**config.mk**
```make
export PLATFORM = sky130hd
export DESIGN_NAME = dec_arbiter
export DESIGN_NICKNAME = d
export VERILOG_FILES = /design/src/rtl/dec_arbiter.sv
export SDC_FILE = /design/constraint.sdc
export NUM_CORES = 1
export LEC_CHECK = 0
export CAP_MARGIN = 30
export CORE_AREA = 3 3 400 402
export CTS_BUF_LIST = sky130_fd_sc_hd__clkbuf_8
export DETAILED_ROUTE_END_ITERATION = 10
export DIE_AREA = 0 0 403 405
export GPL_TIMING_DRIVEN = 0
export PLACE_DENSITY_LB_ADDON = 0.25
export REMOVE_ABC_BUFFERS = 1
export SLEW_MARGIN = 25
export SYNTH_ARGS = -nofsm -noshare
export SYNTH_HDL_FRONTEND = slang
export SYNTH_SLANG_ARGS = --single-unit
```
**constraint.sdc**
```tcl
create_clock -name clk_i -period 3.3 [get_ports clk_i]
set_input_delay 0.66 -clock clk_i [delete_from_list [all_inputs] [get_ports clk_i]]
set_output_delay 0.66 -clock clk_i [all_outputs]
set_load 0.01 [all_outputs]
```
**src/rtl/dec_arbiter.sv**
```systemverilog
//-----------------------------------------------------------------------------
// dec_arbiter
//   Round-robin arbiter and sequencer sharing one DecryptionBlock between
//   requester A (SD read path) and requester B (host/bypass path).
//   The winner's ciphertext and key are captured, the core is started with a
//   one-cycle enable, its busy flag is tracked through start and completion,
//   and the plaintext is returned to the owner with a one-cycle done pulse.
//   A core that never starts or never finishes is aborted with err=1.
//
// Ports
//   clk_i, n_rst_i            clock, asynchronous active-low reset
//   req_x_i, data_x_i, key_x_i requester x (a/b) request and operands
//   ack_x_o, done_x_o         requester x operand-captured / result pulses
//   data_out_o, err_o         result of last completed job, abort flag
//   owner_o, arb_busy_o       current owner (0=A, 1=B), not-idle flag
//   dec_enable_o, dec_data_o, dec_key_o   core start pulse and operands
//   dec_busy_i, dec_result_i  core busy flag and plaintext
//
// Revision: 1.0 - initial release
//-----------------------------------------------------------------------------
`default_nettype none

module dec_arbiter #(
  parameter int unsigned TIMEOUT_CYCLES = 255
) (
  input  logic         clk_i,
  input  logic         n_rst_i,
  input  logic         req_a_i,
  input  logic [127:0] data_a_i,
  input  logic [127:0] key_a_i,
  output logic         ack_a_o,
  output logic         done_a_o,
  input  logic         req_b_i,
  input  logic [127:0] data_b_i,
  input  logic [127:0] key_b_i,
  output logic         ack_b_o,
  output logic         done_b_o,
  output logic [127:0] data_out_o,
  output logic         err_o,
  output logic         owner_o,
  output logic         arb_busy_o,
  output logic         dec_enable_o,
  output logic [127:0] dec_data_o,
  output logic [127:0] dec_key_o,
  input  logic         dec_busy_i,
  input  logic [127:0] dec_result_i
);

  localparam logic [7:0] C_TIMEOUT = 8'(TIMEOUT_CYCLES);

  typedef enum logic [2:0] {
    S_IDLE       = 3'd0,
    S_LAUNCH     = 3'd1,
    S_WAIT_START = 3'd2,
    S_WAIT_DONE  = 3'd3,
    S_DELIVER    = 3'd4
  } state_e;

  state_e       state_q;
  logic         prio_q;       // side that wins a tie: 0 = A, 1 = B
  logic         owner_q;
  logic [7:0]   cnt_q;
  logic         ack_a_q;
  logic         ack_b_q;
  logic         done_a_q;
  logic         done_b_q;
  logic         err_q;
  logic         busy_q;
  logic         en_q;
  logic [127:0] data_out_q;
  logic [127:0] dec_data_q;
  logic [127:0] dec_key_q;

  logic [7:0]   cnt_d;
  logic         timeout_d;
  logic         grant_b_d;

  always_comb begin
    // Saturating increment: the counter never wraps back below the limit.
    cnt_d     = (cnt_q == 8'hFF) ? cnt_q : cnt_q + 8'd1;
    timeout_d = (cnt_d == C_TIMEOUT);
    // B wins when it is the only requester or when both ask and B has priority.
    grant_b_d = req_b_i & (~req_a_i | prio_q);
  end

  always_ff @(posedge clk_i or negedge n_rst_i) begin
    if (!n_rst_i) begin
      state_q    <= S_IDLE;
      prio_q     <= 1'b0;
      owner_q    <= 1'b0;
      cnt_q      <= 8'd0;
      ack_a_q    <= 1'b0;
      ack_b_q    <= 1'b0;
      done_a_q   <= 1'b0;
      done_b_q   <= 1'b0;
      err_q      <= 1'b0;
      busy_q     <= 1'b0;
      en_q       <= 1'b0;
      data_out_q <= '0;
      dec_data_q <= '0;
      dec_key_q  <= '0;
    end else begin
      // Pulse outputs default low; they are raised only on the transition
      // into the state they belong to, so each lasts exactly one cycle.
      ack_a_q  <= 1'b0;
      ack_b_q  <= 1'b0;
      en_q     <= 1'b0;
      done_a_q <= 1'b0;
      done_b_q <= 1'b0;
      err_q    <= 1'b0;

      case (state_q)
        S_IDLE: begin
          if (req_a_i || req_b_i) begin
            owner_q    <= grant_b_d;
            dec_data_q <= grant_b_d ? data_b_i : data_a_i;
            dec_key_q  <= grant_b_d ? key_b_i  : key_a_i;
            cnt_q      <= 8'd0;
            ack_a_q    <= ~grant_b_d;
            ack_b_q    <= grant_b_d;
            en_q       <= 1'b1;
            busy_q     <= 1'b1;
            state_q    <= S_LAUNCH;
          end
        end

        S_LAUNCH: begin
          state_q <= S_WAIT_START;
        end

        S_WAIT_START: begin
          // A low busy here only means the core has not started yet.
          if (dec_busy_i) begin
            state_q <= S_WAIT_DONE;
          end else begin
            cnt_q <= cnt_d;
            if (timeout_d) begin
              data_out_q <= '0;
              err_q      <= 1'b1;
              done_a_q   <= ~owner_q;
              done_b_q   <= owner_q;
              state_q    <= S_DELIVER;
            end
          end
        end

        S_WAIT_DONE: begin
          if (!dec_busy_i) begin
            data_out_q <= dec_result_i;
            err_q      <= 1'b0;
            done_a_q   <= ~owner_q;
            done_b_q   <= owner_q;
            state_q    <= S_DELIVER;
          end else begin
            cnt_q <= cnt_d;
            if (timeout_d) begin
              data_out_q <= '0;
              err_q      <= 1'b1;
              done_a_q   <= ~owner_q;
              done_b_q   <= owner_q;
              state_q    <= S_DELIVER;
            end
          end
        end

        S_DELIVER: begin
          prio_q  <= ~owner_q;
          busy_q  <= 1'b0;
          state_q <= S_IDLE;
        end

        default: begin
          busy_q  <= 1'b0;
          state_q <= S_IDLE;
        end
      endcase
    end
  end

  assign ack_a_o      = ack_a_q;
  assign ack_b_o      = ack_b_q;
  assign done_a_o     = done_a_q;
  assign done_b_o     = done_b_q;
  assign err_o        = err_q;
  assign owner_o      = owner_q;
  assign arb_busy_o   = busy_q;
  assign dec_enable_o = en_q;
  assign data_out_o   = data_out_q;
  assign dec_data_o   = dec_data_q;
  assign dec_key_o    = dec_key_q;

endmodule

`default_nettype wire

```
; Word level (Yosys, flattened, before mapping)
; Index checks and enable logic that the tools add are counted.
[word_totals]
ramBits = 0
n_memories = 0
reg_bits = 404
latch_bits = 0
romBits = 0
input_bits = 645
out_inout_bits = 392
[classes]
bitwise_logic = 6
div = 0
n_shift = 0
muxes = 36
n_reduce_logical = 9
add_sub_neg = 1
mul = 0
order_cmp = 0
n_eq_ne = 9
[op_table]
columns = cell, count
row1 = $mux 128, 5
row2 = $pmux 128 s2, 1
row3 = $mux 8, 4
row4 = $pmux 8 s3, 1
row5 = $eq 8x8->1 const B, 2
row6 = $mux 1, 16
row7 = $mux 3, 4
row8 = $pmux 3 s4, 1
row9 = $add 8x1->8 const B, 1
row10 = $pmux 1 s2, 4
row11 = $eq 3x2->1 const B, 2
row12 = $ne 2x2->1 const B, 3
row13 = $reduce_and 2->1, 3
row14 = $not 1->1, 4
row15 = $reduce_and 4->1, 1
row16 = $eq 3x1->1 const B, 1
row17 = $eq 3x3->1 const B, 1
row18 = $logic_not 3->1, 1
row19 = $reduce_bool 3->1, 1
row20 = $reduce_or 3->1, 1
row21 = $reduce_bool 2->1, 1
row22 = $and 1x1->1, 1
row23 = $logic_or 1x1->1, 1
row24 = $or 1x1->1, 1

; Logic depth before layout (Yosys ltp)
; Gate-level depths: netlist (run 1).
[logic_depth]
word_depth = 6
mapped_depth = 9

; Worst setup path before layout (run 1)
; Ideal clock, no wire load.
[synth_path]
kind = flip-flop to flip-flop
from = reg cnt_q[1]
to = reg data_out_q[8], in the netlist data_out_o[8]
slack_ps = 1147
arrival_time_ps = 2026
stages_incl_launch_ff = 10
setup_ps = 127
t_required_ps = 3173
path_cell_list = dfrtp_1 -> ha_1 -> clkbuf_1 -> nand2_1 -> o21ai_1 -> o2111ai_1 -> nor3_4 -> buf_6 -> buf_6 -> o21ai_1
[synth_between]
elab_chain_len = 6
elab_cells_between_ends = 8
[synth_rtl]
columns = item, line_no
row1 = from (decl), 62  ; logic [7:0] cnt_q;
row2 = from (signal assigned), 136  ; cnt_q <= cnt_d;
row3 = from (signal assigned), 155  ; cnt_q <= cnt_d;
row4 = $add 8x1->8 or $eq 8x8->1 (tied branches), 80  ; cnt_d = (cnt_q == 8'hFF) ? cnt_q : cnt_q + 8'd1;
row5 = $mux 8 (*), 80
row6 = $eq 8x8->1 (*), 81  ; timeout_d = (cnt_d == C_TIMEOUT);
row7 = $mux 128 (*), -
row8 = $mux 128 (on tied branches), -
row9 = $pmux 128 s2 (*), -
row10 = to (signal assigned), 149  ; data_out_q <= dec_result_i;
row11 = to (decl), 70  ; logic [127:0] data_out_q;
; Mark *: on every way between the ends. The rest lies on a longest branch, timed or not. The select of a mux whose other input is x is not followed.
; A chain may end at the register's enable or synchronous reset.

; Worst setup path after layout (run 1)
[layout_path]
from = in req_a_i
to = reg dec_key_q[32], in the netlist dec_key_o[32]
[layout_between]
elab_chain_len = 4
elab_cells_between_ends = 6
[layout_rtl]
columns = item, line_no
row1 = from (decl), 28  ; input logic req_a_i,
row2 = $not 1->1, 83  ; grant_b_d = req_b_i & (~req_a_i | prio_q);
row3 = $or 1x1->1, 83
row4 = $and 1x1->1, 83
row5 = $mux 128, 117  ; dec_key_q <= grant_b_d ? key_b_i : key_a_i;
row6 = to (signal assigned), 117
row7 = to (decl), 72  ; logic [127:0] dec_key_q;
; Several ways; a longest one is shown, not always the timed one.

==> impl_metrics.json, run 1 <==
{
  "status": "completed",
  "drv_cap": 0,
  "cts.sinks": 404,
  "synthCells": 1823,
  "place_congestion": 0.791,
  "worstMarginPinSlew_ns": 0.680,
  "place_hpwl_um": 79700,
  "timing.fmax_ghz": 0.312,
  "postPlaceCellArea_um2": 31600,
  "yosysTopAreaCellShare_pct": 56.6,
  "layout_commonest_cell": "clkdlybuf4s50_1",
  "globalRouteOverflowTotal": 0,
  "grt_pass1_wl_um": 142000,
  "clkTransAtPathRegs_ns": 0.05,
  "path_cells": "clkdlybuf4s50_1, inv_1, o21ai_4, buf_16, nor4_2, buf_6, buf_12, buf_16, buf_4, buf_2, buf_4, buf_2, buf_4, buf_2, a32oi_1, nand2_1",
  "drc": 0,
  "hold_viol": 0,
  "syn_to_final_growth_pct": 88.0,
  "synth-seq-cells": 404,
  "async_reset_ff_share_pct": 100,
  "die_area_um2": 163000,
  "numCtsBuffers": 87,
  "dr_total_vias": 18506,
  "drt-initial-drc-count": 1020,
  "worst_path_max_delay_cell": "clkdlybuf4s50_1",
  "wl_per_cell_um": 20.5,
  "ys_top_cells_by_area": "dfrtp_1, nand2_1, a32oi_1",
  "power_density_nw_per_um2": 873,
  "io_pins": 1037,
  "fin_nets": 3510,
  "io_buffers": 1036,
  "crit_fanout": 35,
  "cts-root-buf": "clkbuf_8",
  "htreeDepth": 3,
  "rows": 145,
  "grt_pass1_vias": 19097,
  "firstDrtPassIters": 4,
  "die_h_um": 405,
  "critPathLaunchType": "input port",
  "core_area_um2": 156000,
  "crit_arrival_ns": 3.81,
  "routed_via_density": 3.71,
  "final-max-slew-violation-count": 0,
  "power.leakage_nw": 14.4,
  "grtUsageTotal_pct": 11.9,
  "max-vdd-ir-drop_mv": 0.388,
  "slew_headroom_pct": 54.7,
  "min_path_type": "register to register",
  "synth-edff-count": 0,
  "end_kind": "register",
  "setup_slack_ns": 0.0909,
  "synth_top_flop_cell": "dfrtp_1",
  "cts_tree": "built",
  "synth_largest_area_cell": "dfrtp_1",
  "ys_seq_area_share_pct": 56.6,
  "avgSynthCellArea_um2": 9.80,
  "rsz0062_at_grt": "false",
  "period_share_pct": 97.2,
  "setup_violations": 0,
  "final_cell_mix": "clkdlybuf4s50_1, nand2_1, dfrtp_1",
  "wirelength_um": 102000,
  "yosys_warnings": 0,
  "grt_max_degree": 99,
  "worstPathRequired_ns": 3.90,
  "cts_buffer_depth": 3,
  "clkLatencyLatePin_ns": 0.74,
  "fp.dieW_um": 403,
  "synth.distinct_cells": 45,
  "criticalPathCategory": "input port to register",
  "slowest_delay_ns": 0.56,
  "synth_area_um2": 17900,
  "holdWs_ns": 0.460,
  "initial_core_util_pct": 11.4,
  "final_cell_area_um2": 33600,
  "drive_gt1_share_pct": 9.63,
  "antenna_found_initial": 10,
  "finClkSkew_ns": 0.0560,
  "dp_slack_ns": -3.37,
  "antenna_left": 0,
  "min_period_ns": 3.21
}
[per-stage QoR]
step                      instances  power [W]  TNS (ns)  utilization, %
after floorplan                1649     0.0148         -               -
after global placement         4743     0.0230         -            19.2
after detailed placement       4837     0.0237   -378.78            20.2
after CTS                      4986     0.0300         0            21.4
after global routing           4992     0.0315         0            21.5
final                          4993     0.0293         0            21.5
[per-layer routing]
metal	part of all wire (%)	GRT usage [%]
met5	0	0
met4	2.4	4.10
met2	50	20.8
met1	38	13.3
met3	9.2	4.52
[final timing paths]
check	start	endpoint	slack (ns)	depth (start not counted)
setup / recovery	req_a_i	dec_key_o[32]	0.09	16
hold / removal	dec_data_o[69]	dec_data_o[69]	0.46	2
setup reg to reg	cnt_q[1]	data_out_o[68]	0.22	13
hold reg to reg	dec_data_o[69]	dec_data_o[69]	0.46	2
max in group asynchronous	n_rst_i	dec_data_o[47]	1.47	4
min in group asynchronous	n_rst_i	data_out_o[125]	0.50	2
[cell usage after synthesis (8+ instances only)]
cell type and instances:
a32oi_1 254, o21ai_1 31, nand3_1 8, dfrtp_1 404, nand2_1 651, a22oi_1 128
o21ai_0 60, nor2_1 8, buf_1 8, buf_6 9, clkbuf_1 155, o21ai_2 49
[critical path, delay by kind of cell]
family / cells / cell delay, ns
buf+inv: 12 / 2.39
simple gates: 2 / 0.15
compound gates: 2 / 0.51
[flip-flops by register name (all words and copies together) (netlist names)]
signal        cells
ack_a_o           1
ack_b_o           1
arb_busy_o        1
cnt_q             8
data_out_o      128
dec_data_o      128
dec_enable_o      1
dec_key_o       128
done_a_o          1
done_b_o          1
err_o             1
owner_o           1
prio_q            1
state_q           3
[report_power, final]
group          internal, W  switching (W)  total (W)
Combinational      0.00713        0.00745     0.0146
Sequential         0.00734        0.00149    0.00883
Clock              0.00329        0.00259    0.00589
[cell families (layout without fill, tap and decap cells)]
| family | count (synthesis) | in the layout | synth area share [%] |
|---|---|---|---|
| fa+ha+maj | 1 | 1 | 0.0701 |
| xor+xnor | 1 | 1 | 0.0491 |
| simple gates | 694 | 694 | 15.1 |
| flops | 404 | 404 | 56.6 |
| other cells | 0 | 7 | 0 |
| compound gates | 539 | 539 | 23.7 |
| mux | 4 | 4 | 0.294 |
| buf+inv | 180 | 1285 | 4.18 |
[cell type report]
type                    count  area [µm²]
inverters                   6        30.0
well taps                2058        2570
fillers                 17180      123000
clock buffers             106        1460
clock inverters            47         373
repair buffers           1126       11900
flip-flops and latches    404       10100
multi-input cells        1239        7080
diodes                      7        17.5
[what timing repair did]
item / 4_1_cts / 5_1_grt
gates resized for setup: 16 / 5
pin swaps: 1 / 0
hold buffers: 1 / 0
hold endpoints to repair: 53 / 0
setup endpoints to repair: 180 / 36
setup buffers: 4 / 2
cloned: 1 / 0
Power figures use the tool's default switching activity.
==> run 2: changes to the inputs <==
CORE_AREA = 2 2 399 401   (was 3 3 400 402)
DIE_AREA = 0 0 401 403   (was 0 0 403 405)
==> run 2 against run 1 <==
  * Largest power group unchanged
  * Combinational power is essentially flat
  * Setup slack improved by 0.0091 ns
  * Sequential power up 0.7%
==> impl_metrics.json, run 2 (synthesis results as in run 1) <==
{
  "wirelength_um": 103000,
  "routed_via_density": 3.71,
  "antenna_left": 0,
  "slew_headroom_pct": 53.2,
  "grt_max_degree": 98,
  "crit_buf_inv": 12,
  "seq_area_um2": 10100,
  "worst_path_max_delay_cell": "clkdlybuf4s50_1",
  "grt_pass1_wl_um": 145000,
  "multi_input_comb_area_um2": 7080,
  "fin_nets": 3510,
  "numCtsBuffers": 89,
  "min_period_ns": 3.20,
  "layout_commonest_cell": "clkdlybuf4s50_1",
  "drc": 0,
  "place_hpwl_um": 79900,
  "setup_violations": 0,
  "worstMarginPinSlew_ns": 0.702,
  "grt.busiest_layer": "met2",
  "crit_arrival_ns": 3.85,
  "drive_gt1_share_pct": 9.58,
  "fillers": 17293,
  "place_congestion": 0.847,
  "cp_common_cell": "buf_4",
  "grt_pass1_vias": 19142,
  "dr_total_vias": 18549,
  "die_h_um": 403,
  "rows": 146,
  "globalRouteOverflowTotal": 0,
  "htreeDepth": 3,
  "core_area_um2": 157000,
  "globalRouteMet2Util_pct": 21.7,
  "clkLatencyLatePin_ns": 0.76,
  "initial_core_util_pct": 11.3,
  "path_delay_family": "buffers and inverters",
  "hold_viol": 0,
  "drt-initial-drc-count": 934,
  "cts_tree": "built",
  "timing.fmax_ghz": 0.313,
  "p_total_w": 0.0292,
  "syn_to_final_growth_pct": 87.6,
  "rsz0062_at_grt": "false",
  "grt_use_met1_pct": 13.6,
  "drv_cap": 0,
  "grt_use_met3_pct": 4.81,
  "tns_ns": 0,
  "io_pins": 1037,
  "power_density_nw_per_um2": 873,
  "cts_buffer_depth": 3,
  "final_cell_mix": "clkdlybuf4s50_1, nand2_1, dfrtp_1",
  "min_path_type": "register to register",
  "finClkSkew_ns": 0.0413,
  "cts.sinks": 404,
  "power.leakage_nw": 14.4,
  "final-max-slew-violation-count": 0,
  "crit_fanout": 24,
  "grtUsageTotal_pct": 12.3,
  "r2r_slack_ns": 0.19,
  "criticalPathCategory": "input port to register",
  "path_cells": "clkdlybuf4s50_1, inv_1, o21ai_4, buf_16, nor4_4, buf_8, buf_4, buf_6, buf_2, buf_4, buf_4, buf_6, buf_4, clkbuf_4, a32oi_1, nand2_1",
  "max-vdd-ir-drop_mv": 0.302,
  "period_share_pct": 97.0,
  "antenna_found_initial": 12,
  "status": "completed",
  "cts-root-buf": "clkbuf_8",
  "firstDrtPassIters": 5,
  "end_kind": "register",
  "io_buffers": 1036,
  "critPathLaunchType": "input port",
  "wl_per_cell_um": 20.5,
  "clkTransAtPathRegs_ns": 0.06,
  "worstPathRequired_ns": 3.95,
  "die_area_um2": 162000,
  "slowest_delay_ns": 0.48,
  "fp.dieW_um": 401
}
## run 2: cell types whose count changed in the layout (fill, tap and decap cells not counted), sizes merged
| cell | delta |
|---|---|
| clkdlybuf4s50 | -1 |
| clkbuf | +5 |
| clkinv | -2 |
| bufinv | -2 |
| inv | -3 |
| buf | -3 |
| diode | +3 |
| dlygate4sd2 | +1 |
| clkinvlp | +1 |
## run 2: layer usage
metal  vias to the layer above  wire (µm)  part of all wire [%]
met4                         2       2240                   2.2
met5                         -         13                 0.013
met1                      8946      39600                    38
met2                       734      52000                    51
met3                       121       8990                   8.7
li1                       8746          -                     -
## run 2: repair_timing
item,4_1_cts,5_1_grt
hold buffers,1,0
endpoints found under the hold margin,66,0
gates resized for setup,21,3
gates cloned,1,0
pin swaps,2,1
endpoints found under the setup margin,201,34
buffers inserted,5,1
## run 2: layout make-up
type                       count  share of cell area, %
timing repair buffer        1124                   35.4
tap                         2072                   7.74
antenna                       10                 0.0747
clock inverter                41                  0.874
sequential                   404                   30.2
multi-input combinational   1239                   21.1
clock buffer                 110                   4.52
inverter                       6                 0.0896
## run 2: path summary, 6_finish.rpt
check | cells after the start | from | endpoint
worst max register to register | 14 | state_q[2] | dec_key_o[93]
worst min-delay path | 2 | dec_data_o[5] | dec_data_o[5]
worst min register to register | 2 | dec_data_o[5] | dec_data_o[5]
max in group asynchronous | 5 | n_rst_i | dec_key_o[123]
worst max-delay path | 16 | req_a_i | dec_key_o[84]
min in group asynchronous | 2 | n_rst_i | data_out_o[50]
## run 2: power breakdown
| part | switching, W | internal, W |
|---|---|---|
| logic | 0.00736 | 0.00710 |
| clock network | 0.00266 | 0.00323 |
| registers | 0.00156 | 0.00733 |
## run 2: worst register-to-register path, delay by kind of cell (launching register included)
family	cells	cell delay (ns)
flip-flops	1	0.49
AO/OA/AOI/OAI	1	0.23
buffers and inverters	10	1.76
AND/OR/NAND/NOR	3	0.50
## run 2: per-stage QoR
step / setup slack [ns] / hold WS (ns) / util [%] / cells / area [µm²]
5_1_grt: 0.0338 / 0.372 / 21.3 / 5003 / 33500
2_1_floorplan: -38.11 / 0.364 / - / 1649 / 17100
3_5_place_dp: -3.19 / 0.454 / 20.0 / 4849 / 31600
6_report: 0.100 / 0.460 / 21.3 / 5006 / 33500
4_1_cts: 0.00481 / 0.331 / 21.3 / 4996 / 33500
3_3_place_gp: -138.65 / 0.451 / 19.1 / 4757 / 30100
==> run 3: changes to the inputs <==
MAX_ROUTING_LAYER = met4   (was not set)
SLEW_MARGIN = not set   (was 25)
==> run 3 against run 2 <==
  * Maximum frequency down 2.7%
  * Critical path depth shrank 8
  * Largest cell class unchanged
  * Critical endpoint is now dec_key_o[17]
  * Flip-flop and latch count is the same
  * Routed wire length down 0.24%
==> impl_metrics.json, run 3 (synthesis results as in run 1) <==
{
  "slew_headroom_pct": 40.8,
  "cts-root-buf": "clkbuf_8",
  "worstMarginPinSlew_ns": 0.888,
  "finClkSkew_ns": 0.0250,
  "fillers": 17363,
  "grt_pass1_wl_um": 143000,
  "crit_start": "req_a_i",
  "htreeDepth": 3,
  "power.leakage_nw": 14.2,
  "grt_max_degree": 112,
  "wl_per_cell_um": 20.5,
  "reg2reg_from": "state_q[2]",
  "place_hpwl_um": 79100,
  "holdPathStages": 2,
  "initial_core_util_pct": 11.3,
  "utilization_pct": 21.1,
  "final-max-slew-violation-count": 0,
  "final_cells": 4992,
  "cts_buffer_depth": 3,
  "max-vdd-ir-drop_mv": 0.447,
  "critPathLaunchType": "input port",
  "tns_ns": 0,
  "antenna_found_initial": 9,
  "drt-initial-drc-count": 954,
  "power_density_nw_per_um2": 870,
  "syn_to_final_growth_pct": 86.1,
  "drive_gt1_share_pct": 8.96,
  "timing.fmax_ghz": 0.304,
  "grtUsageTotal_pct": 12.6,
  "io_pins": 1037,
  "crit_end": "dec_key_o[17]",
  "min_path_type": "register to register",
  "holdWs_ns": 0.461,
  "wirelength_um": 103000,
  "drc": 0,
  "io_buffers": 1036,
  "hold_viol": 0,
  "cts_tree": "built",
  "crit_fanout": 111,
  "p_total_w": 0.0289,
  "final_cell_mix": "clkdlybuf4s50_1, nand2_1, dfrtp_1",
  "crit_arrival_ns": 3.87,
  "dr_total_vias": 18563,
  "fp.dieW_um": 401,
  "min_period_ns": 3.29,
  "routed_via_density": 3.72,
  "numCtsBuffers": 89,
  "antenna_left": 0,
  "hp-start": "dec_key_o[90]",
  "worstPathRequired_ns": 3.88,
  "rr_worst_depth": 8,
  "placed_cells": 4826,
  "fin_nets": 3494,
  "period_share_pct": 99.7,
  "layout_commonest_cell": "clkdlybuf4s50_1",
  "rows": 146,
  "drv_cap": 0,
  "die_area_um2": 162000,
  "clkLatencyLatePin_ns": 0.74,
  "globalRouteOverflowTotal": 0,
  "end_kind": "register",
  "r2r_slack_ns": 0.02,
  "place_congestion": 0.861,
  "clkTransAtPathRegs_ns": 0.05,
  "cts.sinks": 404,
  "grt_pass1_vias": 19161,
  "firstDrtPassIters": 5,
  "criticalPathCategory": "input port to register",
  "die_h_um": 403,
  "rsz0062_at_grt": "false",
  "setup_violations": 0,
  "status": "completed",
  "worstReg2RegEnd": "dec_key_o[17]",
  "core_area_um2": 157000
}
-- run 3: cell types whose count changed in the layout (fill, tap and decap cells not counted), moves of 3 or more --
| cell | delta |
|---|---|
| buf_12 | +16 |
| a32oi_1 | -5 |
| a32oi_2 | +4 |
| buf_16 | -16 |
| buf_2 | -15 |
| clkbuf_8 | -9 |
| diode_2 | -4 |
| buf_4 | +9 |
| buf_6 | -5 |
| buf_8 | -3 |
| inv_1 | +13 |
-- run 3: worst min-delay path by stage --
stage / to / slack, ns
after CTS: dec_data_o[49] / 0.36
after global routing: dec_key_o[71] / 0.39
after detailed placement: dec_key_o[53] / 0.45
final: dec_key_o[90] / 0.46
after global placement: dec_data_o[118] / 0.45
after floorplan: ack_a_o / 0.36
-- run 3: per-stage QoR --
stage / setup slack, ns / cell area (µm²)
floorplan: -38.11 / 17100
global placement: -138.65 / 30100
detailed placement: -2.14 / 31300
CTS: 0.00482 / 33200
global route: 0.000525 / 33200
finish: 0.0112 / 33200
-- run 3: layout make-up --
type                    instances  area [µm²]  share of cell area [%]
clock inverters                56         385                    1.16
well taps                    2072        2590                    7.80
inverters                       6        30.0                  0.0904
repair buffers               1108       11600                    34.9
flip-flops and latches        404       10100                    30.4
clock buffers                 101        1390                    4.18
diodes                          6        15.0                  0.0452
multi-input cells            1239        7120                    21.4
-- run 3: per-layer routing --
| metal | wire, µm | vias to the layer above | track usage (%) |
|---|---|---|---|
| li1 | - | 8720 | - |
| met1 | 39000 | 8961 | 13.3 |
| met2 | 51400 | 753 | 21.4 |
| met3 | 9510 | 129 | 5.12 |
| met4 | 2600 | 0 | 3.61 |
| met5 | 0 | - | - |
-- run 3: what timing repair did --
| action | in CTS | in global routing |
|---|---|---|
| hold endpoints to repair | 65 | 0 |
| pin swaps | 3 | 0 |
| gates resized for setup | 13 | 6 |
| setup endpoints to repair | 145 | 45 |
| hold buffers | 1 | 0 |
| setup buffers | 5 | 1 |
-- run 3: power breakdown --
part	leakage [nW]	total [W]	switching (W)	internal, W
sequential	4.65	0.00889	0.00156	0.00733
clock	1.04	0.00577	0.00259	0.00318
combinational	8.52	0.0143	0.00736	0.00690
-- run 3: worst max-delay path, stage by stage --
cell	delay, ns
clkdlybuf4s50_1	0.49
o21ai_4	0.52
buf_12	0.25
buf_12	0.20
inv_8	0.12
buf_16	0.23
a32oi_1	0.93
nand2_1	0.11
